`src/rtl/pipe_ctrl.sv`:
```
// ============================================================================
// pipe_ctrl : stall/flush controller for a 5-stage pipeline (load-use, memory
//             wait, multi-cycle MDU) with a saturating stall-cycle counter.
// Revision  : 1.0 - initial release
// ============================================================================
`default_nettype none

module pipe_ctrl #(
  parameter int REG_ADDR_W = 5,
  parameter int MDU_CYCLES = 32,
  parameter int CNT_W      = 6
) (
  input  logic                  clk,
  input  logic                  rst_n,
  input  logic                  id_re1,
  input  logic [REG_ADDR_W-1:0] id_raddr1,
  input  logic                  id_re2,
  input  logic [REG_ADDR_W-1:0] id_raddr2,
  input  logic                  ex_mem_read,
  input  logic [REG_ADDR_W-1:0] ex_wd_addr,
  input  logic                  ex_mdu_start,
  input  logic                  branch_taken,
  input  logic                  mem_req,
  input  logic                  mem_ack,
  output logic                  write_pc_ir,
  output logic                  branch,
  output logic                  id_ex_hold,
  output logic                  id_ex_bubble,
  output logic                  ex_mem_hold,
  output logic                  ex_mem_bubble,
  output logic                  mem_wb_bubble,
  output logic                  mdu_done,
  output logic [31:0]           stall_cnt
);

  typedef enum logic [0:0] {
    ST_RUN      = 1'b0,
    ST_MDU_BUSY = 1'b1
  } state_t;

  localparam logic [CNT_W-1:0] c_mdu_load = CNT_W'(MDU_CYCLES - 1);

  state_t           state_q, state_d;
  logic [CNT_W-1:0] cnt_q, cnt_d;
  logic [31:0]      stall_cnt_q, stall_cnt_d;

  logic w_mem_stall;
  logic w_lu;
  logic w_cnt_zero;
  logic w_mdu_stall;
  logic w_mdu_fin;

  always_comb begin
    w_mem_stall = mem_req & ~mem_ack;
    w_lu        = ex_mem_read & (ex_wd_addr != '0) &
                  ((id_re1 & (id_raddr1 == ex_wd_addr)) |
                   (id_re2 & (id_raddr2 == ex_wd_addr)));
    w_cnt_zero  = (cnt_q == '0);
    w_mdu_stall = ((state_q == ST_RUN) & ex_mdu_start) |
                  ((state_q == ST_MDU_BUSY) & ~w_cnt_zero);
    w_mdu_fin   = (state_q == ST_MDU_BUSY) & ~w_mem_stall & w_cnt_zero;
  end

  // Priority: memory wait > MDU occupancy > load-use > branch flush.
  always_comb begin
    write_pc_ir   = 1'b0;
    branch        = 1'b0;
    id_ex_hold    = 1'b0;
    id_ex_bubble  = 1'b0;
    ex_mem_hold   = 1'b0;
    ex_mem_bubble = 1'b0;
    mem_wb_bubble = 1'b0;
    mdu_done      = 1'b0;
    if (rst_n) begin
      mdu_done = w_mdu_fin;
      if (w_mem_stall) begin
        write_pc_ir   = 1'b1;
        id_ex_hold    = 1'b1;
        ex_mem_hold   = 1'b1;
        mem_wb_bubble = 1'b1;
      end else if (w_mdu_stall) begin
        write_pc_ir   = 1'b1;
        id_ex_hold    = 1'b1;
        ex_mem_bubble = 1'b1;
      end else if (w_lu) begin
        write_pc_ir  = 1'b1;
        id_ex_bubble = 1'b1;
      end else begin
        branch = branch_taken;
      end
    end
  end

  always_comb begin
    state_d = state_q;
    cnt_d   = cnt_q;
    case (state_q)
      ST_RUN: begin
        if (ex_mdu_start && !w_mem_stall) begin
          state_d = ST_MDU_BUSY;
          cnt_d   = c_mdu_load;
        end
      end
      ST_MDU_BUSY: begin
        // A memory wait freezes the MDU countdown along with the pipeline.
        if (!w_mem_stall) begin
          if (w_cnt_zero) begin
            state_d = ST_RUN;
          end else begin
            cnt_d = cnt_q - CNT_W'(1);
          end
        end
      end
      default: begin
        state_d = ST_RUN;
      end
    endcase
  end

  always_comb begin
    stall_cnt_d = stall_cnt_q;
    if (write_pc_ir && !(&stall_cnt_q)) begin
      stall_cnt_d = stall_cnt_q + 32'd1;
    end
  end

  always_ff @(posedge clk) begin
    if (!rst_n) begin
      state_q     <= ST_RUN;
      cnt_q       <= '0;
      stall_cnt_q <= '0;
    end else begin
      state_q     <= state_d;
      cnt_q       <= cnt_d;
      stall_cnt_q <= stall_cnt_d;
    end
  end

  assign stall_cnt = stall_cnt_q;

endmodule

`default_nettype wire

```
`config.mk`:
```
export PLATFORM = sky130hd
export DESIGN_NAME = pipe_ctrl
export DESIGN_NICKNAME = d
export VERILOG_FILES = /design/src/rtl/pipe_ctrl.sv
export SDC_FILE = /design/constraint.sdc
export NUM_CORES = 1
export LEC_CHECK = 0
export BUFFER_PORTS_ARGS = -buffer_cell sky130_fd_sc_hd__buf_2
export CAP_MARGIN = 15
export CORE_MARGIN = 2
export CORE_UTILIZATION = 45
export DETAILED_ROUTE_END_ITERATION = 7
export HOLD_SLACK_MARGIN = 0.06
export PLACE_DENSITY = 0.68
export SKIP_CTS_REPAIR_TIMING = 1
export SYNTH_ARGS = -nofsm -noshare
export SYNTH_HDL_FRONTEND = slang
export SYNTH_SLANG_ARGS = --single-unit
```
`constraint.sdc`:
```
create_clock -name clk -period 3 [get_ports clk]
set_input_delay 0.6 -clock clk [delete_from_list [all_inputs] [get_ports clk]]
set_output_delay 0.6 -clock clk [all_outputs]
set_load 0.05 [all_outputs]
```
# Word level (Yosys, flattened, before mapping)
# Index checks and enable logic that the tools add are counted.
# classes
muxes	27
addsub	2
n_reduce_logical	8
bitwise_logic	15
n_eq_ne	5
# op_table
operator	count
$add A32 B1 Y32 const B	1
$reduce_and A32 Y1	1
$mux W1	22
$mux W6	3
$pmux W6 S2	1
$eq A5 B5 Y1	2
$and A1 B1 Y1	9
$logic_not A6 Y1	1
$sub A6 B1 Y6 const B	1
$reduce_bool A5 Y1	1
$ne A2 B2 Y1 const B	2
$not A1 Y1	4
$reduce_and A3 Y1	1
$logic_and A1 B1 Y1	2
$logic_not A1 Y1	2
$ne A2 B1 Y1 const B	1
$or A1 B1 Y1	2
$pmux W1 S2	1
# word_totals
reg_bits	39
out_inout_bits	40

# Logic depth before layout (Yosys ltp)
# Gate-level depths: netlist (run 1).
# depth
depth_word	9
depth_mapped	10

# Worst setup path before layout (run 1)
# Ideal clock, no wire load.
# synth_timing
path_type	input -> output
start	in ex_wd_addr[3]
end	out write_pc_ir
stages	6
t_required_ns	2.400
arrival_ns	2.114
path_buffers	0
setup_slack_ns	0.286
cell_sequence	xor2_1 -> nor4_2 -> nand3_1 -> a21oi_4 -> nor2_2 -> nor2_1
# synth_between
elab_chain_cells	8
word_cells_on_any_way	12
# synth_rtl
item	line_no	source
start: declaration	20	input logic [REG_ADDR_W-1:0] ex_wd_addr,
$eq A5 B5 Y1, on equally long branches	56, 57	
$and A1 B1 Y1, on equally long branches	56, 57	
$or A1 B1 Y1	56	((id_re1 & (id_raddr1 == ex_wd_addr)) |
$and A1 B1 Y1 (*)	55	w_lu = ex_mem_read & (ex_wd_addr != '0) &
$mux W1 (*)	85	end else if (w_lu) begin
$mux W1 (*)	81	end else if (w_mdu_stall) begin
$mux W1 (*)	76	if (w_mem_stall) begin
$mux W1 (*)	74	if (rst_n) begin
end: declaration	25	output logic write_pc_ir,
# Every way passes the cells marked *; elsewhere a longest branch is shown, timed or not.

# Final worst setup path (run 1)
# layout_timing
start	in ex_wd_addr[1]
end	out branch
# layout_between
elab_chain_cells	8
word_cells_on_any_way	12
# layout_rtl
item	line_no	source
$eq A5 B5 Y1, on equally long branches	56, 57	
$and A1 B1 Y1, on equally long branches	56, 57	
$or A1 B1 Y1	56	
$and A1 B1 Y1 (*)	55	
$mux W1 (*)	85	
$mux W1 (*)	81	
$mux W1 (*)	76	
$mux W1 (*)	74	
end: declaration	26	output logic branch,
# Marked as above.

==> impl_metrics.env, run 1 <==
export IMPL_syn_avg_cell_area_sq_um=8.14
export IMPL_power_mw=1.24
export IMPL_hp_start="stall_cnt[24]"
export IMPL_gp_congestion=0.798
export IMPL_cts_tree="yes"
export IMPL_hold_class="flip-flop to flip-flop"
export IMPL_drt_first_iter_violations=95
export IMPL_grt_pass1_wl_mm=8.71
export IMPL_period_needed_ns=2.79
export IMPL_cp_common_cell="buf_2"
export IMPL_cp_start_kind="input port"
export IMPL_drt_total_wl_mm=5.43
export IMPL_setup_viol=0
export IMPL_rows=25
export IMPL_fin_tns_setup_ns=0
export IMPL_worstPathMaxFanout=6
export IMPL_n_fill_cell=451
export IMPL_dr_pass1_iters=4
export IMPL_worst_skew_pair_late_latency_ns=0.30
export IMPL_clk_path_buf_depth=2
export IMPL_antenna_found_initial=0
export IMPL_path_clk_slew_ns=0.08
export IMPL_layout_drive_gt1_share=0.263
export IMPL_cp_arrival_ns=2.19
export IMPL_startpoint="ex_wd_addr[1]"
export IMPL_cts_root_buf="clkbuf_8"
export IMPL_area_delta_synth_final_pct=21.6
export IMPL_grt_start_max_net_pins=35
export IMPL_fin_nets=360
export IMPL_routed_via_density=5.53
export IMPL_required_ns=2.40
export IMPL_worst_clock_skew_ns=0.00921
export IMPL_cts_htree_levels=2
export IMPL_vdd_drop_max_mv=0.230
export IMPL_yosysSeqAreaShare=0.354
export IMPL_numPortBuffers=63
export IMPL_n_antenna_cell=0
export IMPL_worstSetupEndpointType="primary output"
export IMPL_syn_num_nets=298
export IMPL_routed_via_count=2219
export IMPL_synth_edf_count=0
export IMPL_cts_sinks=39
export IMPL_dieHeight_um=74.0
export IMPL_grt_overflow=0
export IMPL_async_reset_ff_frac=0
export IMPL_final_common_cell="buf_2"
export IMPL_power_leakage_nw=1.08
export IMPL_cap_violations=0
export IMPL_critPathMaxStageDelay_ns=0.52
export IMPL_die_area_sq_um=5480
export IMPL_rsz0062_at_grt="no"
export IMPL_slowest_stage="or4_1"
export IMPL_yosysUniqueCellTypes=46
export IMPL_slew_headroom=0.494
export IMPL_grt_pass1_vias=1888
export IMPL_core_sq_um=4720
export IMPL_holdWs_ns=0.471
export IMPL_power_density_nw_per_um2=460
export IMPL_status="finished clean"
export IMPL_syn_inst=271
export IMPL_ant_nets=0
export IMPL_path_buf_inv=2
export IMPL_die_w_um=74.0
export IMPL_worstMarginPinSlew_ns=0.756
export IMPL_route_detailed_drc=0
export IMPL_hold_violations=0
export IMPL_place_hpwl_mm=3.88
export IMPL_drv_slew=0
export IMPL_syn_area_sq_um=2210
export IMPL_finalCritPeriodShare=0.930
export IMPL_cp_cell_sequence="buf_2, or4_1, o21ai_1, a21oi_4, nor2_2, and3_1, buf_2"
export IMPL_crit_family="simple AND/OR/NAND/NOR gates"
export IMPL_path_class="input port to primary output"
export IMPL_ys_ff_latch=39
export IMPL_io_pins=64
export IMPL_clock_fmax_mhz=359
export IMPL_ys_warn_count=0
export IMPL_mostFrequentLayoutCells="buf_2, dfxtp_1, a21oi_1, nand2_1, or3_1"
export IMPL_wl_per_cell_um=13.5
export IMPL_yosys_most_used_dff="dfxtp_1"
export IMPL_track_usage=0.204
export IMPL_dpl_cell_area_sq_um=2570
export IMPL_final_area_sq_um=2680
export IMPL_regToRegStartpoint="cnt_q[3]"
export IMPL_initial_core_util=0.467
export IMPL_cts_made_buffers=5
[sequential cells by signal, summed over array words and instances, names as in the netlist]
| register | count |
|---|---|
| stall_cnt | 32 |
| cnt_q | 6 |
| state_q | 1 |
[cells by family after synthesis]
logic type,synth area share
multiplexers,0.00907
buffers and inverters,0.0471
flip-flops,0.354
adder cells (fa/ha/maj),0.0170
AO/OA/AOI/OAI,0.201
AND/OR/NAND/NOR,0.313
XOR/XNOR,0.0595
[area by class of cell]
cell class                      count  area, sq um  share of cell area
Tap cell                           67         83.8              0.0312
Clock inverter                      3         43.8              0.0163
Inverter                            5         18.8             0.00699
Clock buffer                        5         68.8              0.0256
Timing Repair Buffer               68          365               0.136
Sequential cell                    39          781               0.291
Multi-Input combinational cell    214         1320               0.493
[cell usage after synthesis, types with 2 or more instances]
cell type / instances / share of area
o31ai_1: 6 / 0.020
buf_2: 2 / 0.0045
and3_1: 9 / 0.026
ha_1: 3 / 0.017
nor3_1: 4 / 0.0091
nor2b_1: 2 / 0.0057
mux2i_1: 2 / 0.0091
nand2b_1: 2 / 0.0057
nor4_2: 2 / 0.011
or3_1: 20 / 0.057
nor2_1: 13 / 0.022
nand2_2: 2 / 0.0057
buf_6: 4 / 0.020
or4_1: 7 / 0.024
nand3_1: 15 / 0.034
nand2_1: 25 / 0.043
inv_1: 5 / 0.0085
xor2_1: 10 / 0.040
o21ai_1: 8 / 0.018
a21oi_1: 32 / 0.073
dfxtp_1: 39 / 0.35
and4_1: 3 / 0.012
clkbuf_1: 6 / 0.010
xnor2_1: 5 / 0.020
nand4_1: 4 / 0.011
and2_1: 2 / 0.0057
o21ai_0: 14 / 0.032
o21a_1: 4 / 0.014
nor4_1: 4 / 0.011
[final timing paths]
check                       end  slack [ns]  cells after the start
setup / recovery         branch        0.21                      7
hold / removal    stall_cnt[24]        0.47                      2
setup reg to reg   stall_cnt[1]        0.54                      8
hold reg to reg   stall_cnt[24]        0.47                      2
[power by group]
| group | total, mW | leakage (nW) | internal (mW) | switching [mW] |
|---|---|---|---|---|
| Sequential | 0.561 | 0.316 | 0.537 | 0.0238 |
| Clock | 0.443 | 0.0581 | 0.248 | 0.195 |
| Combinational | 0.232 | 0.706 | 0.0802 | 0.151 |
| Total | 1.24 | 1.08 | 0.865 | 0.371 |
[metal layers]
layer	part of all wire	track usage
met5	0	0
met4	0.0046	0.0606
met3	0.070	0.0488
met2	0.48	0.338
met1	0.44	0.264
[worst reg2reg max path, delay by kind of cell, from the launching register on]
family,cells,cell delay (ns)
buffers and inverters,1,0.24
flip-flops,1,0.35
AO/OA/AOI/OAI,2,0.89
AND/OR/NAND/NOR,4,0.69
multiplexers,1,0.19
[stage by stage]
step           worst slack (ns)  instances   util
3_5_place_dp              0.196        393  0.544
3_3_place_gp              0.250        393  0.544
4_1_cts                   0.186        401  0.568
2_1_floorplan             0.286        271      -
6_report                  0.211        401  0.568
5_1_grt                  0.0463        401  0.568
No activity file was read; power rests on OpenSTA's default activity.
==> inputs of run 2 (changes only) <==
- CTS_BUF_LIST: unset -> sky130_fd_sc_hd__clkbuf_8
- GPL_TIMING_DRIVEN: unset -> 0
- RECOVER_POWER: unset -> 25
==> run 2 against run 1 <==
Against the previous run: critical path depth is the same; global-route usage grew 0.80 points; clock skew shrank 0.0012 ns; wire length grew 3.2%; power grew 7.4%; sequential power is essentially flat; cell count grew 2.0%; via count grew 2.2%; count of clock-buffer cells in the layout is the same; largest cell class unchanged.
==> impl_metrics.env, run 2 (synthesis gave the netlist of run 1 again) <==
export IMPL_die_w_um=74.0
export IMPL_worst_hold_path_num_cells=2
export IMPL_core_sq_um=4720
export IMPL_busiest_layer="met2"
export IMPL_fin_tns_setup_ns=0
export IMPL_cp_start_kind="flip-flop"
export IMPL_cp_arrival_ns=2.21
export IMPL_worst_skew_pair_late_latency_ns=0.30
export IMPL_worstPathMaxFanout=6
export IMPL_cts_htree_levels=2
export IMPL_required_ns=2.40
export IMPL_place_hpwl_mm=4.10
export IMPL_worstMarginPinSlew_ns=0.610
export IMPL_grt_start_max_net_pins=13
export IMPL_status="finished clean"
export IMPL_routed_via_density=5.55
export IMPL_mostFrequentLayoutCells="buf_2, dfxtp_1, a21oi_1, clkbuf_1, nand2_1"
export IMPL_worst_clock_skew_ns=0.00797
export IMPL_ant_nets=0
export IMPL_grt_overflow=0
export IMPL_period_needed_ns=2.81
export IMPL_final_area_sq_um=2720
export IMPL_gp_congestion=0.756
export IMPL_grt_use_met2=0.358
export IMPL_setup_viol=0
export IMPL_power_density_nw_per_um2=488
export IMPL_clock_fmax_mhz=356
export IMPL_die_area_sq_um=5480
export IMPL_reg2reg_setup_slack_ns=0.31
export IMPL_cts_tree="yes"
export IMPL_r2r_end="stall_cnt[27]"
export IMPL_fin_nets=368
export IMPL_slew_headroom=0.595
export IMPL_path_clk_slew_ns=0.08
export IMPL_dpl_cell_area_sq_um=2610
export IMPL_drt_first_iter_violations=85
export IMPL_largest_register_ffs=32
export IMPL_final_common_cell="buf_2"
export IMPL_wl_per_cell_um=13.7
export IMPL_timing_final_ws_setup_ns=0.194
export IMPL_cts_sinks=39
export IMPL_finalCritPeriodShare=0.935
export IMPL_power_mw=1.33
export IMPL_n_antenna_cell=0
export IMPL_area_delta_synth_final_pct=23.2
export IMPL_grt_pass1_wl_mm=9.11
export IMPL_grt_pass1_vias=2004
export IMPL_power_leakage_nw=1.03
export IMPL_regToRegStartpoint="stall_cnt[0]"
export IMPL_dr_pass1_iters=4
export IMPL_n_fill_cell=440
export IMPL_route_detailed_drc=0
export IMPL_io_pins=64
export IMPL_routed_via_count=2268
export IMPL_layout_drive_gt1_share=0.211
export IMPL_dieHeight_um=74.0
export IMPL_cts_made_buffers=5
export IMPL_rows=25
export IMPL_rsz0062_at_grt="no"
export IMPL_drt_total_wl_mm=5.61
export IMPL_antenna_found_initial=0
export IMPL_gr_usage_met1=0.270
export IMPL_hold_violations=0
export IMPL_clk_path_buf_depth=2
export IMPL_hp_start="stall_cnt[24]"
export IMPL_path_class="flip-flop to primary output"
export IMPL_min_to="stall_cnt[24]"
export IMPL_grt_use_met3=0.0488
export IMPL_worst_r2r_cell_count=9
export IMPL_vdd_drop_max_mv=0.240
export IMPL_cap_violations=0
export IMPL_initial_core_util=0.467
export IMPL_drv_slew=0
export IMPL_track_usage=0.212
export IMPL_cts_root_buf="clkbuf_8"
export IMPL_hold_class="flip-flop to flip-flop"
export IMPL_post_place_ws_ns=0.191
export IMPL_worstSetupEndpointType="primary output"
export IMPL_numPortBuffers=63
run 2: worst max-delay path by stage:
stage                             start           to  slack [ns]  cells after the start
after floorplan           ex_wd_addr[3]  write_pc_ir        0.29                      6
after global placement    ex_wd_addr[1]       branch        0.20                      7
after detailed placement  ex_wd_addr[1]       branch        0.19                      7
after CTS                      cnt_q[3]       branch        0.16                      7
after global routing           cnt_q[3]       branch        0.04                      7
final                          cnt_q[3]       branch        0.19                      7
run 2: power by group:
| group | leakage [nW] | switching [mW] | total, mW | internal, mW |
|---|---|---|---|---|
| sequential | 0.316 | 0.0236 | 0.561 | 0.537 |
| combinational | 0.644 | 0.161 | 0.248 | 0.0868 |
| clock | 0.0695 | 0.190 | 0.519 | 0.329 |
run 2: critical path: stages (launching register included):
cell     delay, ns
dfxtp_1       0.35
nor4_2        0.38
nand2_2       0.15
a21oi_2       0.22
nand2_2       0.14
nor2_2        0.24
and3_1        0.18
buf_2         0.25
run 2: metrics by stage:
step           std cells  hold slack (ns)   util
2_1_floorplan        271            0.464      -
3_3_place_gp         401            0.451  0.552
3_5_place_dp         401            0.465  0.552
4_1_cts              409            0.477  0.580
5_1_grt              409            0.497  0.576
6_report             409            0.473  0.576
run 2: metal layers:
layer / part of all wire / up-vias
li1: - / 1139
met2: 0.47 / 68
met4: 0.011 / 0
met3: 0.064 / 7
met5: 0 / -
met1: 0.45 / 1054
run 2: cell type report:
class | instances | area, sq um | share of cell area
buffer | 13 | 85.1 | 0.0313
clock buffer | 5 | 68.8 | 0.0253
clock inverter | 3 | 63.8 | 0.0235
inverter | 5 | 18.8 | 0.00690
multi-input combinational | 214 | 1330 | 0.487
sequential | 39 | 781 | 0.287
tap | 67 | 83.8 | 0.0308
timing repair buffer | 63 | 293 | 0.108
==> inputs of run 3 (changes only) <==
--- a/config.mk
+++ b/config.mk
@@ -14,5 +14,5 @@
 export GPL_TIMING_DRIVEN = 0
 export HOLD_SLACK_MARGIN = 0.06
-export PLACE_DENSITY = 0.68
+export PLACE_DENSITY = 0.71
 export RECOVER_POWER = 25
 export SKIP_CTS_REPAIR_TIMING = 1
==> constraint.sdc (replaced) <==
create_clock -name clk -period 3 [get_ports clk]
set_input_delay 0.3 -clock clk [delete_from_list [all_inputs] [get_ports clk]]
set_output_delay 0.3 -clock clk [all_outputs]
set_load 0.05 [all_outputs]
==> run 3 against run 2 <==
Against the previous run: critical path depth up 2; clock skew increased by 0.0023 ns; global-route usage decreased by 0.67 points; non-clock buffer count stayed put; count of clock-buffer cells in the layout unchanged; via count down 0.26%; register-to-register slack better by 0.06 ns; first-iteration DRC count shrank 20%; critical endpoint is now stall_cnt[25]; largest cell class unchanged; highest routed layer unchanged.
==> impl_metrics.env, run 3 (synthesis gave the netlist of run 1 again) <==
export IMPL_io_pins=64
export IMPL_slew_headroom=0.566
export IMPL_dpl_cell_area_sq_um=2610
export IMPL_seqPwrFrac=0.481
export IMPL_clock_fmax_mhz=380
export IMPL_status="finished clean"
export IMPL_cts_made_buffers=5
export IMPL_cp_start_kind="flip-flop"
export IMPL_grt_pass1_wl_mm=8.78
export IMPL_cell_internal_pwr_mw=0.785
export IMPL_worstPathMaxFanout=10
export IMPL_hold_violations=0
export IMPL_cts_htree_levels=2
export IMPL_n_antenna_cell=0
export IMPL_cts_root_buf="clkbuf_8"
export IMPL_fin_tns_setup_ns=0
export IMPL_critPathMaxStageDelay_ns=0.43
export IMPL_layout_drive_gt1_share=0.208
export IMPL_power_mw=1.17
export IMPL_antenna_found_initial=0
export IMPL_cp_arrival_ns=2.86
export IMPL_final_common_cell="buf_2"
export IMPL_path_buf_inv=1
export IMPL_worst_clock_skew_ns=0.0102
export IMPL_crit_family="simple AND/OR/NAND/NOR gates"
export IMPL_cts_sinks=39
export IMPL_drt_first_iter_violations=68
export IMPL_mostFrequentLayoutCells="buf_2, dfxtp_1, a21oi_1, clkbuf_1, nand2_1"
export IMPL_cp_cell_sequence="ha_1, nand3_1, nor3_2, and3_1, nand4_2, o21ai_4, clkbuf_1, o21ai_0, a21oi_1"
export IMPL_die_area_sq_um=5480
export IMPL_die_w_um=74.0
export IMPL_routed_via_density=5.53
export IMPL_p_sw_frac=0.328
export IMPL_slowest_stage="dfxtp_1"
export IMPL_final_area_sq_um=2670
export IMPL_clk_path_buf_depth=2
export IMPL_cap_violations=0
export IMPL_power_leakage_nw=0.996
export IMPL_period_needed_ns=2.63
export IMPL_rows=25
export IMPL_wl_per_cell_um=13.6
export IMPL_place_hpwl_mm=3.97
export IMPL_grt_pass1_vias=1943
export IMPL_worstSetupEndpointType="flip-flop"
export IMPL_utilization=0.566
export IMPL_holdWs_ns=0.390
export IMPL_dr_pass1_iters=4
export IMPL_path_clk_slew_ns=0.08
export IMPL_largest_register_ffs=32
export IMPL_vdd_drop_max_mv=0.310
export IMPL_p_comb_frac=0.210
export IMPL_power_density_nw_per_um2=437
export IMPL_path_class="flip-flop to flip-flop"
export IMPL_grt_overflow=0
export IMPL_worstMarginPinSlew_ns=0.654
export IMPL_grt_start_max_net_pins=14
export IMPL_cts_tree="yes"
export IMPL_rsz0062_at_grt="no"
export IMPL_core_sq_um=4720
export IMPL_gp_congestion=0.802
export IMPL_area_delta_synth_final_pct=21.0
export IMPL_initial_core_util=0.467
export IMPL_drt_total_wl_mm=5.54
export IMPL_required_ns=3.23
export IMPL_worst_skew_pair_late_latency_ns=0.30
export IMPL_drv_slew=0
export IMPL_route_detailed_drc=0
export IMPL_dieHeight_um=74.0
export IMPL_setup_viol=0
export IMPL_numPortBuffers=63
export IMPL_hold_class="input port to flip-flop"
export IMPL_switching_power_mw=0.382
export IMPL_track_usage=0.205
export IMPL_ant_nets=0
export IMPL_n_fill_cell=448
export IMPL_finalCritPeriodShare=0.876
export IMPL_p_clk_frac=0.309
export IMPL_fin_nets=368
export IMPL_routed_via_count=2262
-- run 3: cell types whose count changed in the layout (fill, tap and decap cells not counted), sizes merged --
cell	previous run	this run
inv	6	5
clkbuf	29	30
bufinv	2	0
clkinvlp	0	2
clkinv	0	1
buf	52	51
-- run 3: worst reg2reg max path, stage by stage, from the launching register on --
cell and delay, ns:
dfxtp_1 0.43, ha_1 0.24, nand3_1 0.16, nor3_2 0.34, and3_1 0.36, nand4_2 0.18
o21ai_4 0.16, clkbuf_1 0.39, o21ai_0 0.17, a21oi_1 0.13
-- run 3: path summary, 6_finish.rpt --
path / endpoint / cells past startpoint / from / slack [ns]
max: stall_cnt[25] / 9 / stall_cnt[0] / 0.37
min: stall_cnt[2] / 4 / rst_n / 0.39
max reg2reg: stall_cnt[25] / 9 / stall_cnt[0] / 0.37
min reg2reg: stall_cnt[24] / 2 / stall_cnt[24] / 0.47
-- run 3: final cells by class --
class	instances	area [sq um]	area share
multi-input cells	214	1320	0.495
flip-flops and latches	39	781	0.292
repair buffers	63	292	0.109
plain buffers	13	85.1	0.0319
well taps	67	83.8	0.0314
clock buffers	5	68.8	0.0258
clock inverters	3	20.0	0.00749
inverters	5	18.8	0.00703
-- run 3: through the flow --
stage               setup WS [ns]  cells
floorplan                   0.431    271
global placement            0.449    401
global route               0.0818    409
finish                      0.371    409
detailed placement          0.394    401
CTS                         0.365    409
-- run 3: power groups by stage --
stage / clock network, mW / logic, mW / registers (mW)
2_1_floorplan: 0 / 0.158 / 0.591
3_3_place_gp: 0 / 0.242 / 0.573
3_5_place_dp: 0 / 0.244 / 0.573
4_1_cts: 0.370 / 0.246 / 0.561
5_1_grt: 0.386 / 0.267 / 0.566
6_report: 0.361 / 0.245 / 0.561
-- run 3: per-layer routing --
layer  global-route usage  up-vias  share of wire
met2                0.346       67           0.45
li1                     -     1134              -
met3               0.0434        8          0.060
met1                0.261     1053           0.47
met4               0.0707        0          0.016
met5                    0        -              0
